[config.mk]
export PLATFORM = sky130hd
export DESIGN_NAME = switch_led_ctrl
export DESIGN_NICKNAME = d
export VERILOG_FILES = /design/src/rtl/switch_led_ctrl.sv
export SDC_FILE = /design/constraint.sdc
export NUM_CORES = 1
export LEC_CHECK = 0
export ABC_AREA = 1
export CORE_MARGIN = 2
export CORE_UTILIZATION = 30
export CTS_CLUSTER_SIZE = 16
export DETAILED_ROUTE_END_ITERATION = 6
export REMOVE_ABC_BUFFERS = 1
export SLEW_MARGIN = 25
export SYNTH_ARGS = -nofsm -noshare
export SYNTH_HDL_FRONTEND = slang
export SYNTH_SLANG_ARGS = --single-unit
[constraint.sdc]
create_clock -name osc_clk -period 1.5 [get_ports osc_clk]
set_clock_uncertainty 0.1 [all_clocks]
set_input_delay 0.15 -clock osc_clk [delete_from_list [all_inputs] [get_ports osc_clk]]
set_output_delay 0.15 -clock osc_clk [all_outputs]
set_load 0.03 [all_outputs]
[src/rtl/switch_led_ctrl.sv]
// switch_led_ctrl
// Per-channel switch conditioning for board switches feeding board LEDs:
// two-flop synchroniser, debounce down to an accepted level (sw_state),
// registered rising-edge pulse (sw_rise) and a toggle latch per channel.
// The LED source is picked each cycle by mode: direct, toggle, blink, all-on.
// All flops use a synchronous active-low reset on rst_n.
//
// Optional feature, compiled in with `define SWITCH_LED_STANDBY_EN:
// adds a stdby input that freezes the debounce and blink counters, holds
// sw_state and the toggle latches, and forces sw_rise low and the LEDs off.
// The first edge that samples stdby low clears every debounce count, so a
// level change seen during standby is re-qualified from scratch.
module switch_led_ctrl #(
    parameter int NUM_CH         = 8,
    parameter int DEBOUNCE_CYC   = 20800,
    parameter int BLINK_HALF     = 1040000,
    parameter int LED_ACTIVE_LOW = 0
) (
    input  logic              osc_clk,
    input  logic              rst_n,
`ifdef SWITCH_LED_STANDBY_EN
    input  logic              stdby,
`endif
    input  logic [NUM_CH-1:0] switch_in,
    input  logic [1:0]        mode,
    output logic [NUM_CH-1:0] led,
    output logic [NUM_CH-1:0] sw_state,
    output logic [NUM_CH-1:0] sw_rise
);

    localparam int DB_W = (DEBOUNCE_CYC > 2) ? $clog2(DEBOUNCE_CYC) : 1;
    localparam int BL_W = (BLINK_HALF > 2) ? $clog2(BLINK_HALF) : 1;

    localparam logic [DB_W-1:0] DB_LAST = DB_W'(DEBOUNCE_CYC - 1);
    localparam logic [BL_W-1:0] BL_LAST = BL_W'(BLINK_HALF - 1);

    localparam logic [NUM_CH-1:0] LED_OFF =
        (LED_ACTIVE_LOW != 0) ? {NUM_CH{1'b1}} : {NUM_CH{1'b0}};

    localparam logic [1:0] MODE_DIRECT = 2'b00;
    localparam logic [1:0] MODE_TOGGLE = 2'b01;
    localparam logic [1:0] MODE_BLINK  = 2'b10;
    localparam logic [1:0] MODE_ALL_ON = 2'b11;

    // synchroniser
    logic [NUM_CH-1:0] sync1_q, sync1_d;
    logic [NUM_CH-1:0] sync2_q, sync2_d;

    // debounce
    logic [NUM_CH-1:0][DB_W-1:0] db_cnt_q, db_cnt_d;
    logic [NUM_CH-1:0]           accept;

    // accepted level, rise pulse, toggle latch
    logic [NUM_CH-1:0] sw_state_q, sw_state_d;
    logic [NUM_CH-1:0] sw_rise_q, sw_rise_d;
    logic [NUM_CH-1:0] toggle_q, toggle_d;

    // shared blink timebase
    logic [BL_W-1:0] blink_cnt_q, blink_cnt_d;
    logic            blink_ph_q, blink_ph_d;

    // LED drive
    logic [NUM_CH-1:0] led_src;
    logic [NUM_CH-1:0] led_q, led_d;

    // run_en: counters advance and events are produced this edge.
    // wake:   first edge after standby; counts are cleared, nothing else moves.
    logic run_en;
    logic wake;

`ifdef SWITCH_LED_STANDBY_EN
    logic stdby_q, stdby_d;

    // Standby qualification: hold while stdby is high, clear on the way out.
    always_comb begin
        stdby_d = stdby;
        run_en  = !stdby && !stdby_q;
        wake    = !stdby && stdby_q;
    end

    // Remember last sampled stdby so the exit edge can be recognised.
    always_ff @(posedge osc_clk) begin
        if (!rst_n) begin
            stdby_q <= 1'b0;
        end else begin
            stdby_q <= stdby_d;
        end
    end
`else
    // Without standby the block is always running.
    always_comb begin
        run_en = 1'b1;
        wake   = 1'b0;
    end
`endif

    // Two-flop synchroniser for the asynchronous switch pins.
    always_comb begin
        sync1_d = switch_in;
        sync2_d = sync1_q;
    end

    // Debounce: count consecutive cycles where the synchronised level
    // differs from the accepted level; accept on the DEBOUNCE_CYC-th one.
    always_comb begin
        db_cnt_d = db_cnt_q;
        accept   = '0;
        for (int i = 0; i < NUM_CH; i++) begin
            if (wake) begin
                db_cnt_d[i] = '0;
            end else if (run_en) begin
                if (sync2_q[i] == sw_state_q[i]) begin
                    db_cnt_d[i] = '0;
                end else if (db_cnt_q[i] == DB_LAST) begin
                    db_cnt_d[i] = '0;
                    accept[i]   = 1'b1;
                end else begin
                    db_cnt_d[i] = db_cnt_q[i] + DB_W'(1);
                end
            end
        end
    end

    // Accepted level, rising-edge pulse and toggle latch, all on the accept edge.
    always_comb begin
        sw_state_d = sw_state_q ^ accept;
        sw_rise_d  = accept & sw_state_d;
        toggle_d   = toggle_q ^ sw_rise_d;
    end

    // Free-running blink counter; phase flips every BLINK_HALF cycles.
    always_comb begin
        blink_cnt_d = blink_cnt_q;
        blink_ph_d  = blink_ph_q;
        if (run_en) begin
            if (blink_cnt_q == BL_LAST) begin
                blink_cnt_d = '0;
                blink_ph_d  = ~blink_ph_q;
            end else begin
                blink_cnt_d = blink_cnt_q + BL_W'(1);
            end
        end
    end

    // LED source select from the values taking effect this edge, then polarity.
    always_comb begin
        led_src = '0;
        case (mode)
            MODE_DIRECT: led_src = sw_state_d;
            MODE_TOGGLE: led_src = toggle_d;
            MODE_BLINK:  led_src = sw_state_d & {NUM_CH{blink_ph_d}};
            MODE_ALL_ON: led_src = {NUM_CH{1'b1}};
            default:     led_src = '0;
        endcase
        if (run_en) begin
            led_d = led_src ^ LED_OFF;
        end else begin
            led_d = LED_OFF;
        end
    end

    // State registers with synchronous active-low reset.
    always_ff @(posedge osc_clk) begin
        if (!rst_n) begin
            sync1_q     <= '0;
            sync2_q     <= '0;
            db_cnt_q    <= '0;
            sw_state_q  <= '0;
            sw_rise_q   <= '0;
            toggle_q    <= '0;
            blink_cnt_q <= '0;
            blink_ph_q  <= 1'b0;
            led_q       <= LED_OFF;
        end else begin
            sync1_q     <= sync1_d;
            sync2_q     <= sync2_d;
            db_cnt_q    <= db_cnt_d;
            sw_state_q  <= sw_state_d;
            sw_rise_q   <= sw_rise_d;
            toggle_q    <= toggle_d;
            blink_cnt_q <= blink_cnt_d;
            blink_ph_q  <= blink_ph_d;
            led_q       <= led_d;
        end
    end

    assign led      = led_q;
    assign sw_state = sw_state_q;
    assign sw_rise  = sw_rise_q;

endmodule
Yosys cells after proc, flatten, opt, wreduce, memory -nomap -nowiden
Index checks and enable logic that the tools add are counted.

word-level totals
  bits in read-only memories = 0
  output and inout bits = 24
  bits in latches = 0
  RAM bits = 0
  flip-flop bits (word level) = 189
  input bits = 12
  memories kept = 0
  logic and storage cells = 79

cells by class
  divide/modulo/power cells = 0
  $add $sub $neg = 9
  bitwise operators = 6
  equality and inequality tests = 20
  reduce and logical (&&, ||, !) cells = 10
  magnitude comparators = 0
  multipliers = 0
  shift operators = 0
  multiplexer cells = 18

operators with widths
  cell                                                                   count
  15-bit by 1-bit adder with 15-bit output, second input constant        8
  15-bit equality test, second input constant                            8
  8-bit one-hot mux with 4 select lines                                  1
  3-bit OR reduction                                                     8
  20-bit by 1-bit adder with 20-bit output, second input constant        1
  20-bit equality test, second input constant                            1
  1-bit 2-to-1 mux                                                       17
  8-bit AND                                                              2
  8-bit XOR                                                              2
  1-bit equality test                                                    8
  2-bit equality test, second input constant                             2
  2-bit by 1-bit equality test with 1-bit output, second input constant  1
  2-bit logical NOT                                                      1
  1-bit NOT                                                              2
  2-bit OR reduction                                                     1

Logic depth before layout (Yosys ltp)
  depth in word-level cells = 7
  gate-level depth with buffers = 10
  gate-level depth less buffers = 10

Least setup slack after synthesis
No wires, ideal clock.

  path kind = reg-to-reg
  start = reg db_cnt_q[15] (netlist name)
  end = reg db_cnt_q[24] (netlist name)
  arrival time = 1,326 ps
  slack = -40 ps
  clock period less this slack = 1,540 ps
  buffers on the path = 1
  required time = 1,286 ps
  cell stages (with the launch flop) = 8
  path through = dfxtp_1 ha_1 nand2_2 nor3_4 nand2_1 nand3_2 buf_6 nor2_1

on the way
  cells in the longest elaborated chain, start to end = 2
  elaborated cells between the ends (all ways) = 3

RTL lines
  item                                                                              line  RTL
  start: declaration                                                                50    logic [NUM_CH-1:0][DB_W-1:0] db_cnt_q, db_cnt_d;
  start signal: assignment                                                          177   db_cnt_q <= db_cnt_d;
  branches (longest 2 deep; another with 15-bit by 1-bit adder with 15-bit output)  n/a

Several ways; the timed one is not identified.
A chain may end at the register's enable or synchronous reset.

Worst setup path in the final report
  start = reg blink_cnt_q[1]
  end = reg led_q[3], in the netlist led[3]

on the way
  cells in the longest elaborated chain, start to end = 4

RTL lines
  item                                   line  RTL
  start: declaration                     59    logic [BL_W-1:0] blink_cnt_q, blink_cnt_d;
  start signal: assignment               181   blink_cnt_q <= blink_cnt_d;
  20-bit equality test                   136   if (blink_cnt_q == BL_LAST) begin
  1-bit 2-to-1 mux                       136
  8-bit AND                              151   MODE_BLINK: led_src = sw_state_d & {NUM_CH{blink_ph_d}};
  8-bit one-hot mux with 4 select lines  148   case (mode)
  end signal: assignment                 183   led_q <= led_d;
  end: declaration                       64    logic [NUM_CH-1:0] led_q, led_d;

Every way passes these cells.

==> impl_metrics.json <==
{
  "status": "finished, violations left",
  "violations": "negative setup slack",
  "critPathArrivalTime_ns": 1.80,
  "h-tree-depth": 4,
  "grt_pass1_wl_um": 33560,
  "netlist_top_cells_area": "dfxtp_1 (43%), nand2_1 (11%), nor2_1 (7.9%)",
  "vias_per_cell": 4.556,
  "timing_hold_violations_final": 0,
  "wirelength_um": 20970,
  "reg2regPathDepth": 10,
  "crit_path_end_kind": "flop",
  "numClockSinks": 189,
  "finalSetupViolations": 13,
  "worst_pin_slew_ns": 0.3849,
  "vias": 8182,
  "worst_hold_path_type": "input pin to flop",
  "overflow": 0,
  "endpoint": "led[3]$_SDFF_PN0_",
  "drv_slew": 0,
  "preCtsSetupSlack_ns": -0.1482,
  "netlist_instances": 1209,
  "worstSetupStartpoint": "blink_cnt_q[1]$_SDFF_PP0_",
  "yosys_most_used_dff": "dfxtp_1",
  "slew_headroom": 0.7431,
  "root_buffer": "clkbuf_16",
  "required_ns": 1.73,
  "first_global_vias": 7630,
  "synth_top_cell_by_area": "dfxtp_1",
  "antenna_left": 0,
  "fill_cells": 2811,
  "fin_crit_sh": 1.045,
  "drive_gt1_frac": 0.3371,
  "synth_seq_area_share": 0.4307,
  "fmax_mhz": 637.7,
  "grt_max_degree": 35,
  "antenna_found_initial": 0,
  "seqPwrFrac": 0.508,
  "io_buffer_count": 35,
  "critical_path_peak_fanout": 8,
  "firstDrtPassIters": 5,
  "die_area_um2": 30670,
  "clk_pin_slew_ns": 0.07,
  "critPathKind": "flop to flop",
  "async_flop_share": 0,
  "mostFrequentLayoutCells": "nand2_1 (216), inv_1 (146), dfxtp_1 (144)",
  "yosys.cell_types.count": 40,
  "pwr-share-clk": 0.459,
  "ys_ff_latch": 189,
  "dp_hpwl_um": 14120,
  "drt_iter0_drc": 455,
  "die_w_um": 175.1,
  "yosysTopAreaCellShare": 0.4307,
  "syn_avg_cell_area_um2": 7.266,
  "r2r_end": "led[3]$_SDFF_PN0_",
  "min_period_ns": 1.568,
  "holdPathStages": 3,
  "num_antenna_cells": 0,
  "rsz0062_at_grt": "yes",
  "synth_area_um2": 8785,
  "numCtsBuffers": 17,
  "power.leakage_uw": 0.004792,
  "dieHeight_um": 175.1,
  "rows": 62,
  "ios": 36,
  "track_usage": 0.1322,
  "drc": 0,
  "postLayoutCoreUtil": 0.4350,
  "power_density_nw_per_um2": 799.7,
  "cts_tree": "done",
  "wl_per_cell_um": 11.67,
  "syn2layout_area_growth_pct": 42.50,
  "start_util": 0.3052,
  "mostFrequentLayoutCell": "nand2_1",
  "fin_ws_ns": -0.06818,
  "comb_power_share": 0.032,
  "yosysWarningCount": 0,
  "place.gp.congestion": 0.8349,
  "swShare": 0.2253,
  "power.switching_uw": 2256,
  "whs_ns": 0.06494,
  "core_area_um2": 28780,
  "r2r_setup_slack_ns": -0.07,
  "clk_latency_ns": 0.44,
  "nNetsFinal": 1421,
  "r2r_start": "blink_cnt_q[1]$_SDFF_PP0_",
  "synth-edff-count": 0,
  "critPathLaunchType": "flop",
  "max-cap-violations": 0,
  "clockBufferDepth": 2,
  "ir_worst_vdd_uv": 787.9,
  "internal-power_uw": 7755
}
-- worst min path at each step --
| stage | from | to | slack (ns) |
|---|---|---|---|
| floorplan | rst_n | sync1_q[0]$_SDFF_PN0_ | 0.14 |
| global placement | sync1_q[6]$_SDFF_PN0_ | sync2_q[6]$_SDFF_PN0_ | 0.30 |
| detailed placement | sync1_q[3]$_SDFF_PN0_ | sync2_q[3]$_SDFF_PN0_ | 0.30 |
| CTS | rst_n | toggle_q[0]$_SDFF_PN0_ | 0.03 |
| global route | rst_n | toggle_q[0]$_SDFF_PN0_ | 0.06 |
| finish | rst_n | toggle_q[6]$_SDFF_PN0_ | 0.06 |
-- power groups by stage --
| stage | logic, µW | clock network [µW] | registers (µW) |
|---|---|---|---|
| detailed placement | 272 | 0 | 5200 |
| global route | 352 | 4930 | 5090 |
| CTS | 280 | 4710 | 5090 |
| global placement | 271 | 0 | 5200 |
| floorplan | 92.9 | 0 | 5210 |
| finish | 323 | 4600 | 5090 |
-- registers in the layout (all words and copies together), names as in the netlist --
register / cells
db_cnt_q: 120
blink_ph_q: 1
sw_state: 8
sw_rise: 8
toggle_q: 8
sync2_q: 8
sync1_q: 8
led: 8
blink_cnt_q: 20
-- cells in the mapped netlist (2+ instances only) --
library cell,n
nor3_1,53
xor2_1,33
buf_6,7
or2_2,11
ha_1,9
nand2_1,246
a21oi_1,62
buf_2,8
nand3_1,94
nor3_4,2
or2_1,2
or2_0,4
and3_1,2
nand2_2,4
inv_2,5
nor2_1,186
nor3b_1,19
o21ai_0,17
dfxtp_1,189
nand3_2,11
nor3b_2,2
xnor2_1,10
inv_1,155
nor3_2,10
nor4_1,4
a21oi_2,3
nor2_4,4
nand4_1,41
nor2_2,5
-- through the flow --
stage	instances	cell area, µm²	setup TNS [ns]	power, µW
2_1_floorplan	1192	8655	-0.8815	5304
3_3_place_gp	1741	10540	-1.087	5466
3_5_place_dp	1741	10540	-3.690	5469
4_1_cts	1780	11470	-0.4880	10080
5_1_grt	1796	12520	-5.541	10380
6_report	1796	12520	-0.5949	10010
-- logic make-up (layout without fill, tap and decap cells) --
| group | count (synthesis) | in the layout | synth area share |
|---|---|---|---|
| simple gates | 704 | 705 | 0.3780 |
| flops | 189 | 189 | 0.4307 |
| buf+inv | 177 | 379 | 0.08318 |
| compound gates | 87 | 87 | 0.05242 |
| xor+xnor | 43 | 43 | 0.04287 |
| fa+ha+maj | 9 | 9 | 0.01282 |
-- area by class of cell --
type	instances	area [µm²]	area share
inverter	160	605.6	0.04838
sequential	189	3845	0.3071
tap	384	480.5	0.03838
timing repair buffer	188	1670	0.1334
clock buffer	20	456.7	0.03648
clock inverter	11	132.6	0.01059
multi-input combinational	844	5328	0.4256
-- per-layer routing --
metal | vias up | global-route usage | wire length [µm]
li1 | 4279 | - | -
met5 | - | 0 | 0
met4 | 0 | 0.04063 | 239
met3 | 20 | 0.03177 | 706
met1 | 3784 | 0.1675 | 9939
met2 | 99 | 0.2215 | 10080
-- what timing repair did --
action                                  4_1_cts  5_1_grt
gates resized for setup                     106      259
cloned                                        1        3
hold buffers                                  0        0
endpoints found under the setup margin      139      173
setup buffers                                 7       14
pin swaps                                    32       80
-- critical path, stage by stage (launching register included) --
cell     delay [ns]
dfxtp_4        0.36
ha_4           0.15
nand2_4        0.06
nor2_4         0.13
nand3_4        0.11
nor2_4         0.14
nand2_2        0.08
nand3_2        0.09
nand2_4        0.12
nand2_1        0.08
nand2_1        0.04
No activity file was read; power rests on OpenSTA's default activity.
